[src/rtl/hazard_forward_ctrl.sv]
// hazard_forward_ctrl: operand forwarding and hazard control for a 5-stage
// integer pipeline. The block keeps shadow destination tags for the EX, MEM
// and WB stages. From these it builds registered forwarding selects for the
// EX operand muxes. It also raises a load-use stall/bubble and a taken-branch
// flush, and it counts both events with saturating counters.
//
// Ports:
//   clk, reset            clock; synchronous active-high reset
//   hold                  global freeze: every register keeps its value
//   id_*                  decode-stage instruction fields
//   ex_branch_taken       branch/jump resolved taken in EX
//   operand{1,2}_select   registered EX forwarding selects (00 RF, 10 EX/MEM, 11 MEM/WB)
//   stall_if_id           combinational: hold PC and IF/ID
//   bubble_id_ex          combinational: load NOP into ID/EX
//   flush_if_id           combinational: squash IF/ID
//   stall_count, flush_count  saturating event counters
module hazard_forward_ctrl #(
  parameter int unsigned CNT_W = 16
) (
  input  logic             clk,
  input  logic             reset,
  input  logic             hold,
  input  logic             id_valid,
  input  logic [4:0]       id_rs1,
  input  logic [4:0]       id_rs2,
  input  logic             id_uses_rs1,
  input  logic             id_uses_rs2,
  input  logic [4:0]       id_rd,
  input  logic             id_reg_write,
  input  logic             id_mem_read,
  input  logic             ex_branch_taken,
  output logic [1:0]       operand1_select,
  output logic [1:0]       operand2_select,
  output logic             stall_if_id,
  output logic             bubble_id_ex,
  output logic             flush_if_id,
  output logic [CNT_W-1:0] stall_count,
  output logic [CNT_W-1:0] flush_count
);

  localparam int unsigned REG_W = 5;
  localparam int unsigned SEL_W = 2;

  localparam logic [SEL_W-1:0] SEL_RF    = 2'b00;
  localparam logic [SEL_W-1:0] SEL_EXMEM = 2'b10;
  localparam logic [SEL_W-1:0] SEL_MEMWB = 2'b11;

  localparam logic [CNT_W-1:0] CNT_MAX = {CNT_W{1'b1}};

  typedef struct packed {
    logic             valid;
    logic [REG_W-1:0] rd;
    logic             reg_write;
    logic             mem_read;
  } dst_tag_t;

  typedef struct packed {
    dst_tag_t         dst;
    logic [REG_W-1:0] rs1;
    logic [REG_W-1:0] rs2;
    logic             uses_rs1;
    logic             uses_rs2;
  } ex_tag_t;

  ex_tag_t          ex_q,   ex_d;
  dst_tag_t         mem_q,  mem_d;
  dst_tag_t         wb_q,   wb_d;
  logic [SEL_W-1:0] op1_sel_q, op1_sel_d;
  logic [SEL_W-1:0] op2_sel_q, op2_sel_d;
  logic [CNT_W-1:0] stall_cnt_q, stall_cnt_d;
  logic [CNT_W-1:0] flush_cnt_q, flush_cnt_d;

  logic lu_c;
  logic stall_c;
  logic bubble_c;
  logic flush_c;

  // The WB tag and the EX source fields are shadow state for debug visibility.
  // No logic consumes them, so they are folded into this sink.
  logic unused_tag_bits_c;
  assign unused_tag_bits_c = ^{wb_q, ex_q.rs1, ex_q.rs2, ex_q.uses_rs1, ex_q.uses_rs2};

  // A tag "writes r" only for a live, register-writing producer of a non-x0 register.
  function automatic logic tag_writes(input dst_tag_t t, input logic [REG_W-1:0] r);
    return t.valid & t.reg_write & (t.rd == r) & (r != REG_W'(0));
  endfunction

  // Nearest producer wins: the EX tag (result moving to EX/MEM) beats the MEM tag.
  function automatic logic [SEL_W-1:0] fwd_sel(input logic uses, input logic [REG_W-1:0] rs,
                                               input dst_tag_t near, input dst_tag_t far);
    logic [SEL_W-1:0] sel;
    sel = SEL_RF;
    if (uses && tag_writes(near, rs)) begin
      sel = SEL_EXMEM;
    end else if (uses && tag_writes(far, rs)) begin
      sel = SEL_MEMWB;
    end
    return sel;
  endfunction

  // Load-use detect against the load currently in EX.
  always_comb begin
    lu_c = id_valid & ex_q.dst.valid & ex_q.dst.mem_read & ex_q.dst.reg_write &
           (ex_q.dst.rd != REG_W'(0)) &
           ((id_uses_rs1 & (id_rs1 == ex_q.dst.rd)) |
            (id_uses_rs2 & (id_rs2 == ex_q.dst.rd)));
  end

  // Pipeline control: a taken branch overrides a load-use stall; hold masks everything.
  always_comb begin
    stall_c  = 1'b0;
    bubble_c = 1'b0;
    flush_c  = 1'b0;
    if (!hold) begin
      if (ex_branch_taken) begin
        flush_c  = 1'b1;
        bubble_c = 1'b1;
      end else if (lu_c) begin
        stall_c  = 1'b1;
        bubble_c = 1'b1;
      end
    end
  end

  // Tag advance, select generation and counters.
  always_comb begin
    ex_d        = ex_q;
    mem_d       = mem_q;
    wb_d        = wb_q;
    op1_sel_d   = op1_sel_q;
    op2_sel_d   = op2_sel_q;
    stall_cnt_d = stall_cnt_q;
    flush_cnt_d = flush_cnt_q;
    if (!hold) begin
      wb_d  = mem_q;
      mem_d = ex_q.dst;
      if (bubble_c) begin
        ex_d      = '0;
        op1_sel_d = SEL_RF;
        op2_sel_d = SEL_RF;
      end else begin
        ex_d.dst.valid     = id_valid;
        ex_d.dst.rd        = id_rd;
        ex_d.dst.reg_write = id_reg_write;
        ex_d.dst.mem_read  = id_mem_read;
        ex_d.rs1           = id_rs1;
        ex_d.rs2           = id_rs2;
        ex_d.uses_rs1      = id_uses_rs1;
        ex_d.uses_rs2      = id_uses_rs2;
        op1_sel_d = fwd_sel(id_uses_rs1, id_rs1, ex_q.dst, mem_q);
        op2_sel_d = fwd_sel(id_uses_rs2, id_rs2, ex_q.dst, mem_q);
      end
      if (stall_c && stall_cnt_q != CNT_MAX) begin
        stall_cnt_d = stall_cnt_q + CNT_W'(1);
      end
      if (flush_c && flush_cnt_q != CNT_MAX) begin
        flush_cnt_d = flush_cnt_q + CNT_W'(1);
      end
    end
  end

  // State registers; reset overrides hold.
  always_ff @(posedge clk) begin
    if (reset) begin
      ex_q        <= '0;
      mem_q       <= '0;
      wb_q        <= '0;
      op1_sel_q   <= SEL_RF;
      op2_sel_q   <= SEL_RF;
      stall_cnt_q <= '0;
      flush_cnt_q <= '0;
    end else begin
      ex_q        <= ex_d;
      mem_q       <= mem_d;
      wb_q        <= wb_d;
      op1_sel_q   <= op1_sel_d;
      op2_sel_q   <= op2_sel_d;
      stall_cnt_q <= stall_cnt_d;
      flush_cnt_q <= flush_cnt_d;
    end
  end

  assign operand1_select = op1_sel_q;
  assign operand2_select = op2_sel_q;
  assign stall_if_id     = stall_c;
  assign bubble_id_ex    = bubble_c;
  assign flush_if_id     = flush_c;
  assign stall_count     = stall_cnt_q;
  assign flush_count     = flush_cnt_q;

endmodule

[config.mk]
export PLATFORM = sky130hd
export DESIGN_NAME = hazard_forward_ctrl
export DESIGN_NICKNAME = d
export VERILOG_FILES = /design/src/rtl/hazard_forward_ctrl.sv
export SDC_FILE = /design/constraint.sdc
export NUM_CORES = 1
export LEC_CHECK = 0
export CORE_MARGIN = 3
export CORE_UTILIZATION = 33
export CTS_BUF_LIST = sky130_fd_sc_hd__clkbuf_4
export DETAILED_ROUTE_END_ITERATION = 8
export REMOVE_ABC_BUFFERS = 1
export SLEW_MARGIN = 20
export SYNTH_ARGS = -nofsm -noshare
export SYNTH_HDL_FRONTEND = slang
export SYNTH_SLANG_ARGS = --single-unit
[constraint.sdc]
create_clock -name clk -period 2.1 [get_ports clk]
set_input_delay 0.21 -clock clk [delete_from_list [all_inputs] [get_ports clk]]
set_output_delay 0.21 -clock clk [all_outputs]
set_load 0.03 [all_outputs]
==> results.cfg, run 1 <==
[routing]
drc = 0
wl_met3_um = 324
via_per_inst = 5.08
routed_wl_um = 6870
wire_per_inst_um = 13.6
ant_nets = 0
vias = 2564
wl_met2_um = 3270
routed.top_layer = met4
wl_met1_um = 3190
drt_iter0_markers = 50
drt_first_pass_iters = 4

[setup_path]
r2r-start = ex_q[17]
arrival_ns = 1.79
r2r_end = stall_count[14]
cp_slowest_cell = dfxtp_4
crit_path_end_kind = output port
path_cells = xnor2_2 > nand4_1 > nor3_2 > buf_4 > o21ai_4 > a21oi_2 > buf_6
worst-setup-path-type = register to output port
rr_worst_depth = 8
ff2ff_setup_slack_ns = 0.13
worst-path-max-fanout = 4
critical-path-max-stage-delay_ns = 0.41
cp_top_family = flip-flops
critPathBufInv = 2
worstPathRequired_ns = 1.89
cp-start-kind = register

[logic_synthesis]
synth_most_common_cell = dfxtp_1
netlist_area_um2 = 2490
yosysWarnings = 0
synth.avg_cell_area_um2 = 8.55
yosysSeqAreaShare_pct = 41.0
yosys_register_bits = 51
synth_top_family_by_area = simple AND/OR/NAND/NOR gates
synthFlopType = dfxtp_1
synth_edf_count = 0
synth_top_cell_area_share_pct = 41.0
synth_top_area_cell = dfxtp_1
synthTopCellsByArea = dfxtp_1 41%, xnor2_1 6.7%, nor2_1 6.6%, xor2_1 4.6%, a21oi_1 4.4%
synth_compound_area_share_pct = 15.0
synthTopCellsByCount = 51 x dfxtp_1, 44 x nor2_1, 22 x a21oi_1
syn_inst = 291
synth_fa_ha_area_share_pct = 1.01
synthMuxAreaShare_pct = 3.62
async_flop_share_pct = 0
synth_xor_area_share_pct = 11.3
synth_cell_types = 34
synth-simple-area-share_pct = 24.2

[power]
combinationalPowerShare_pct = 13.5
switching_power_uw = 421
power_density_nw_per_um2 = 438
seqPwrFrac_pct = 60.1
p_clk_share_pct = 26.5
irDropWorstVdd_mv = 0.287
switching_share_pct = 25.6
p_int_uw = 1220
power_leakage_uw = 0.00137

[clocking]
cts_root_buf = clkbuf_4
cts_buffer_depth = 2
htreeDepth = 2
cts.sinks = 51
ctsHoldBuffers = 0
path_clk_slew_ns = 0.14
clk_latency_ns = 0.37
cts_tree = done
numCtsBuffers = 5

[sta]
maxSlewViolCount = 0
period_share_pct = 95.2
setup_viol_count_final = 0
hold_violations = 0
worst_slack_ns = 0.100
slew_headroom_pct = 72.1
fmaxAchievable_ghz = 0.500
fin_setup_tns_ns = 0
clock_skew_ns = 0.00440
period_needed_ns = 2.00
worst_pin_slew_ns = 0.419
rsz0062_at_grt = yes

[floorplan]
die_h_um = 92.8
num_rows = 31
ioPinCount = 63
dieWidth_um = 92.8
die-area_um2 = 8620
coreArea_um2 = 7290
initial_core_util_pct = 34.1

[global_route]
grt_pass1_vias = 2434
grt_start_max_net_pins = 22
grtUsageTotal_pct = 16.4
antenna_found_initial = 0
grt_pass1_wl_um = 11400
grt-ovfl-total = 0

[hold_path]
worstHoldStart = reset
min_path_cells = 2
hp-class = primary input to register
min_to = flush_count[8]

[finish]
area.growth.synth_to_final_pct = 50.9
diodes = 0
nFillCells = 724
register_area_um2 = 1040
multi_input_comb_area_um2 = 1450
fin_nets = 431
drive_gt1_share_pct = 23.2
post-route-util_pct = 51.5

[run]
drv_cap = 0

[place]
dp_slack_ns = -0.222
dp_hpwl_um = 5260
gp_congestion = 0.843
port_buffers = 62

[outcome]
status = finished, final reports clean
[layer usage]
| layer | up-vias | global-route usage (%) |
|---|---|---|
| li1 | 1284 | - |
| met1 | 1209 | 21.4 |
| met2 | 64 | 26.9 |
| met3 | 7 | 3.25 |
| met4 | 0 | 5.37 |
| met5 | - | 0 |
[state kept, by name, indices dropped and copies added, names as in the netlist]
register,count
stall_count,16
ex_q,8
operand1_select,2
mem_q,7
flush_count,16
operand2_select,2
[timing repair]
action,in CTS,in global routing
endpoints found under the setup margin,2,6
setup buffers,2,1
resized for setup,17,8
hold endpoints to repair,0,0
pin swaps,6,6
[worst reg2reg max path, stage by stage (launching register included)]
cell	delay (ns)
dfxtp_4	0.39
xnor2_1	0.14
nand4_1	0.12
nor3_2	0.16
buf_4	0.16
buf_4	0.14
o211ai_4	0.14
or4_1	0.53
a21oi_2	0.15
[worst max-delay path by stage]
stage / endpoint / depth (start not counted) / slack, ns / from
floorplan: stall_if_id / 5 / -0.24 / ex_q[14]
CTS: stall_if_id / 7 / 0.0001 / ex_q[14]
global placement: stall_if_id / 10 / -0.16 / id_rs1[0]
detailed placement: stall_if_id / 10 / -0.22 / id_rs1[1]
global route: stall_if_id / 7 / -0.02 / ex_q[14]
finish: bubble_id_ex / 7 / 0.10 / ex_q[14]
[final cells by class]
type | instances | area share (%)
Multi-Input combinational cell | 218 | 38.6
Timing Repair Buffer | 122 | 28.4
Inverter | 7 | 0.700
Tap cell | 99 | 3.30
Clock buffer | 5 | 0.999
Sequential cell | 51 | 27.6
Clock inverter | 3 | 0.400
[cell families after synthesis]
group | count (synthesis)
AND/OR/NAND/NOR | 118
AO/OA/AOI/OAI | 57
flip-flops | 51
XOR/XNOR | 32
buffers and inverters | 22
multiplexers | 9
adder cells (fa/ha/maj) | 2
[placed cells by master, fill, tap and decap left out, types with 7 or more instances in the layout]
master / netlist / layout
or4_1: 9 / 9
a32oi_1: 11 / 11
or3_1: 11 / 11
inv_1: 7 / 7
clkdlybuf4s50_1: 0 / 58
dfxtp_1: 51 / 45
xor2_1: 13 / 13
nand2_1: 11 / 11
buf_4: 1 / 61
nand3_1: 13 / 13
a21oi_1: 22 / 19
nand4_1: 15 / 15
xnor2_1: 19 / 14
o21ai_1: 8 / 8
nor2_1: 44 / 44
mux2i_1: 9 / 9
[power by group through the flow]
stage,Combinational [uW],Clock [uW],Sequential (uW)
floorplan,62.4,0,1020
global placement,207,0,1010
detailed placement,209,0,1010
CTS,218,463,989
global route,240,505,991
finish,222,435,988
[stage by stage]
stage	power, uW	hold WS [ns]	std cells	area [um2]
floorplan	1080	0.279	276	2420
global placement	1220	0.440	496	3590
detailed placement	1220	0.447	496	3590
CTS	1670	0.239	504	3710
global route	1740	0.228	505	3760
finish	1650	0.250	505	3760
(Power assumes the default switching activity.)
==> run 2, diff against run 1 <==
Settings changed: SLEW_MARGIN 20 to default.
==> results of run 2 <==
The final DEF is identical to that of run 1; final timing and power are the same.
==> run 3, diff against run 2 <==
Settings changed: HOLD_SLACK_MARGIN from default to 0.08.
==> results of run 3 <==
The final DEF is identical to that of run 1; final timing and power are the same.
